[src/rtl/move_key_conditioner.sv]
// Direction-key conditioner: per-channel sync + debounce + auto-repeat FSM,
// producing active-low single-cycle move strobes with opposing-direction cancel.

module mkc_channel #(
   parameter int unsigned DEBOUNCE_CYCLES = 1000000,
   parameter int unsigned REPEAT_DELAY    = 50000000,
   parameter int unsigned REPEAT_RATE     = 10000000
) (
   input  logic i_clk,
   input  logic i_rst,
   input  logic i_btn_n,
   output logic o_stable,
   output logic o_stb
);
   localparam int unsigned CW   = $clog2(DEBOUNCE_CYCLES + 1);
   localparam int unsigned TMAX = (REPEAT_DELAY > REPEAT_RATE) ? REPEAT_DELAY : REPEAT_RATE;
   localparam int unsigned TW   = $clog2(TMAX + 1);

   typedef enum logic [1:0] {IDLE, DELAY, REPEAT} state_t;

   logic          r_sync1, r_sync2, r_stable, r_stb;
   logic [CW-1:0] r_cnt;
   logic [TW-1:0] r_timer;
   state_t        r_state;

   always_ff @(posedge i_clk) begin
      if (i_rst) begin
         r_sync1  <= 1'b1;
         r_sync2  <= 1'b1;
         r_stable <= 1'b1;
         r_cnt    <= '0;
         r_timer  <= '0;
         r_state  <= IDLE;
         r_stb    <= 1'b0;
      end else begin
         r_sync1 <= i_btn_n;
         r_sync2 <= r_sync1;
         // Toggle on the DEBOUNCE_CYCLES-th consecutive mismatching cycle.
         if (r_sync2 != r_stable) begin
            if (r_cnt == CW'(DEBOUNCE_CYCLES - 1)) begin
               r_stable <= r_sync2;
               r_cnt    <= '0;
            end else begin
               r_cnt <= r_cnt + 1'b1;
            end
         end else begin
            r_cnt <= '0;
         end

         r_stb <= 1'b0;
         case (r_state)
            IDLE: if (!r_stable) begin
               r_state <= DELAY;
               r_timer <= TW'(REPEAT_DELAY);
               r_stb   <= 1'b1;
            end
            DELAY, REPEAT: begin
               // Release outranks a coincident timer expiry.
               if (r_stable) begin
                  r_state <= IDLE;
               end else if (r_timer == TW'(1)) begin
                  r_state <= REPEAT;
                  r_timer <= TW'(REPEAT_RATE);
                  r_stb   <= 1'b1;
               end else begin
                  r_timer <= r_timer - 1'b1;
               end
            end
            default: r_state <= IDLE;
         endcase
      end
   end

   assign o_stable = r_stable;
   assign o_stb    = r_stb;
endmodule

module move_key_conditioner #(
   parameter int unsigned DEBOUNCE_CYCLES = 1000000,
   parameter int unsigned REPEAT_DELAY    = 50000000,
   parameter int unsigned REPEAT_RATE     = 10000000
) (
   input  logic       clk,
   input  logic       rst,
   input  logic       btn_up_n,
   input  logic       btn_down_n,
   input  logic       btn_left_n,
   input  logic       btn_right_n,
   output logic       v_up,
   output logic       v_down,
   output logic       h_left,
   output logic       h_right,
   output logic [3:0] held
);
   logic [3:0] w_btn_n, w_stable, w_stb;
   logic [3:0] r_held, r_out;

   assign w_btn_n = {btn_up_n, btn_down_n, btn_left_n, btn_right_n};

   for (genvar i = 0; i < 4; i++) begin : g_ch
      mkc_channel #(
         .DEBOUNCE_CYCLES(DEBOUNCE_CYCLES),
         .REPEAT_DELAY   (REPEAT_DELAY),
         .REPEAT_RATE    (REPEAT_RATE)
      ) u_ch (
         .i_clk   (clk),
         .i_rst   (rst),
         .i_btn_n (w_btn_n[i]),
         .o_stable(w_stable[i]),
         .o_stb   (w_stb[i])
      );
   end

   always_ff @(posedge clk) begin
      if (rst) begin
         r_held <= 4'b0000;
         r_out  <= 4'b1111;
      end else begin
         r_held <= ~w_stable;
         // Channel pairs {3,2} and {1,0} are opposing directions.
         r_out[3] <= ~(w_stb[3] & ~w_stb[2]);
         r_out[2] <= ~(w_stb[2] & ~w_stb[3]);
         r_out[1] <= ~(w_stb[1] & ~w_stb[0]);
         r_out[0] <= ~(w_stb[0] & ~w_stb[1]);
      end
   end

   assign {v_up, v_down, h_left, h_right} = r_out;
   assign held = r_held;
endmodule

[config.mk]
export PLATFORM = sky130hd
export DESIGN_NAME = move_key_conditioner
export DESIGN_NICKNAME = d
export VERILOG_FILES = /design/src/rtl/move_key_conditioner.sv
export SDC_FILE = /design/constraint.sdc
export NUM_CORES = 1
export LEC_CHECK = 0
export CAP_MARGIN = 10
export CORE_ASPECT_RATIO = 0.5
export CORE_MARGIN = 2
export CORE_UTILIZATION = 36
export CTS_CLUSTER_SIZE = 25
export DETAILED_ROUTE_END_ITERATION = 6
export PLACE_DENSITY_LB_ADDON = 0.25
export SLEW_MARGIN = 5
export SYNTH_ARGS = -nofsm -noshare
export SYNTH_HDL_FRONTEND = slang
export SYNTH_SLANG_ARGS = --single-unit
[constraint.sdc]
create_clock -name clk -period 2.22 [get_ports clk]
set_clock_uncertainty 0.1 [all_clocks]
set_input_delay 0.444 -clock clk [delete_from_list [all_inputs] [get_ports clk]]
set_output_delay 0.444 -clock clk [all_outputs]
set_load 0.05 [all_outputs]
==> metrics.txt <==
initial antenna violation count=0; critical path capture point type=output port; post-layout min period=2.17 ns; most common cell after layout, fill and taps aside=dfxtp_1; NumNets Final=1373; count of final hold-check violations=0; final setup vio count=0; Warnings, synthesis=0; All-Layer GR Usage=0.165; Inst Count DP=about 1700; Detailed Route WL=roughly 25 mm; fraction of registers with async set/reset=0; CTS H-tree depth=1; fraction of layout cells with a size suffix above 1=0.159; post-route ant nets=0; IO Pins=14; vias=9371; CP cell instances=clkdlybuf4s50_1; Skew-Pair Late Insertion Delay=roughly 0.52 ns; Final Wtd Congestion=0.874; Sink Count=216; CP max-delay cell=clkdlybuf4s50_1; commonest cells after routing, fill and taps aside=dfxtp_1 (210), nor2_1 (160), buf_4 (108); setup tns final=0 ns; crit path kind=flop to output port; Startpoint Class=flop; fmax=0.460 GHz; measured slew at the worst slew-check pin=0.594 ns; chip width=around 250 um; Root Driver=clkbuf_16; Top delay family on crit path=buffers and inverters; Cells after Synth=1250; part of the cycle the worst path needs=0.980; post-route non-filler standard cell count=1747; Mapped Area=10500 um^2; Hold Path Class=input port to flop; Syn Nets=1280; Power Total=about 0.0077 W; row cnt=44; detailed placement HPWL=between 15 and 20 mm; Final Util=0.436; largest net degree at the start of global routing=28; post-synth top area cell=dfxtp_1; routed wire length per instance=14.5 um; max incr delay on CP=~0.80 ns; Top Layer Used=met4; sequential area share after synthesis=0.413; CTS buffer count=22; Lkg Pwr=4.69 nW; Reg clk slew, reported paths=around 0.060 ns; Critical Path RT=1.68 ns; area share of the largest cell type after synthesis=0.413; synthesized area per cell=8.38 um^2; Remaining Overflow, GRT=0; Final Max Slew Viols=0; EDFF count, synth=0; Residual DRC=0; Clock Tree Buf Depth=3; Main synth FF type=dfxtp_1; Rel. slew slack=0.598; Die ar.=between 30000 and 40000 um^2; crit path buf inv count=1; crit path max fanout=1; first-pass GRT wire length=43.2 mm; count of input and output buffers=13; synth top area cells=dfxtp_1 (41%), nor2_1 (5.8%), xnor2_1 (4.6%); CTS tree=done; status=finished, final reports clean; ant diodes=0; RSZ-0062 raised after global routing=yes; Yosys cell types=~70; 1st-iter DRT viols=668; Pwr Density=615 nW/um^2; hold_buf cts=0; routed metal-1 wirelength=12.4 mm; fill count=2826; area delta synth->final=19.9%; drt pass-1 iters=5; number of max-cap violations=0; register bit total from synthesis=216; vias in the first global route=8901; Die Y-Extent=125 um; met2 routed WL=11.4 mm; met3 WL=994 um; Arrival @ worst endpoint=around 1.6 ns; Core Region=28800 um^2; Peak VDD IR=429 uV; DR vias/cell=5.36; Reg2Reg Setup Slack=around 0.10 ns; starting density of the core=0.364
power breakdown:
| part | internal (W) | switching, W | leakage [nW] | total, W |
|---|---|---|---|---|
| Clock | 0.00203 | 0.00157 | 0.345 | 0.00359 |
| Sequential | 0.00389 | 0.0000121 | 1.74 | 0.00390 |
| Combinational | 0.0000883 | 0.000142 | 2.60 | 0.000230 |
| Total | 0.00601 | 0.00172 | 4.69 | 0.00773 |
cell usage after synthesis (all sizes together) (3+ instances only):
cell	instances
xnor2	55
o211ai	4
nand4b	5
o41ai	4
o21ai	49
nand3b	3
o31a	3
and4	7
nor3b	4
o21bai	4
o22ai	4
nor4	45
a22o	4
nand3	53
o31ai	11
nor2	162
o21a	6
nand2	82
or2	12
and3	24
nor2b	5
or3	29
o311ai	3
mux2i	7
a2bb2oi	3
dfxtp	216
a21o	5
ha	24
a211o	3
inv	40
nor4b	12
a21oi	75
a31oi	24
clkbuf	50
nand2b	11
nand4	32
a211oi	9
nor3	61
a311oi	7
or4	17
xor2	47
nor4bb	3
o221a	3
state kept, by name, summed over array words and instances (netlist names):
name / count
g_ch.u_ch.o_stable: 4
g_ch.u_ch.r_state: 8
g_ch.u_ch.r_cnt: 80
r_out: 4
g_ch.u_ch.o_stb: 4
g_ch.u_ch.r_sync2: 4
g_ch.u_ch.r_timer: 104
held: 4
g_ch.u_ch.r_sync1: 4
timing repair:
item / 4_1_cts / 5_1_grt
pin swaps: 1 / 10
buffers inserted: 0 / 5
setup endpoints to repair: 14 / 66
resized for setup: 6 / 35
through the flow:
stage / setup slack (ns) / area [um^2] / hold slack, ns
2_1_floorplan: 0.0568 / 10500 / 0.279
3_3_place_gp: -0.0140 / 11700 / 0.288
3_5_place_dp: -0.0840 / 11700 / 0.293
6_report: 0.0454 / 12600 / 0.152
5_1_grt: -0.0632 / 12600 / 0.159
4_1_cts: 0.00961 / 12400 / 0.143
routing by layer:
metal | vias to the layer above | global-route usage
met5 | - | 0
met4 | 0 | 0.0395
met3 | 41 | 0.0269
met2 | 165 | 0.267
met1 | 4465 | 0.229
li1 | 4700 | -
logic make-up after synthesis:
| kind of cell | count (synthesis) | synth area share |
|---|---|---|
| AOI/OAI and AO/OA | 235 | 0.142 |
| xor gates and xnor gates | 102 | 0.0853 |
| adders and majority gates | 24 | 0.0287 |
| buffers and inverters | 92 | 0.0331 |
| DFF | 216 | 0.413 |
| muxes | 8 | 0.00776 |
| and+or+nand+nor | 573 | 0.291 |
cell type report:
type | instances | area (um^2) | share of cell area
Multi-Input combinational cell | 942 | 5960 | 0.475
Inverter | 40 | 150 | 0.0119
Sequential cell | 216 | 4330 | 0.345
Timing Repair Buffer | 121 | 951 | 0.0757
Clock buffer | 25 | 593 | 0.0472
Tap cell | 391 | 489 | 0.0389
Clock inverter | 12 | 87.6 | 0.00697
path summary, 6_finish.rpt:
path / startpoint / to / cells past startpoint
worst max-delay path: r_out[1] / h_left / 1
worst min-delay path: rst / held[0] / 2
worst max register to register: g_ch[1].u_ch.r_timer[21] / g_ch[1].u_ch.r_timer[25] / 5
worst min register to register: g_ch[1].u_ch.o_stb / r_out[1] / 1
worst register-to-register path, delay by kind of cell, from the launching register on:
| kind | cells | cell delay, ns |
|---|---|---|
| AOI/OAI and AO/OA | 1 | 0.15 |
| DFF | 1 | 0.34 |
| and+or+nand+nor | 4 | 1.47 |
No activity file was read; power rests on OpenSTA's default activity.
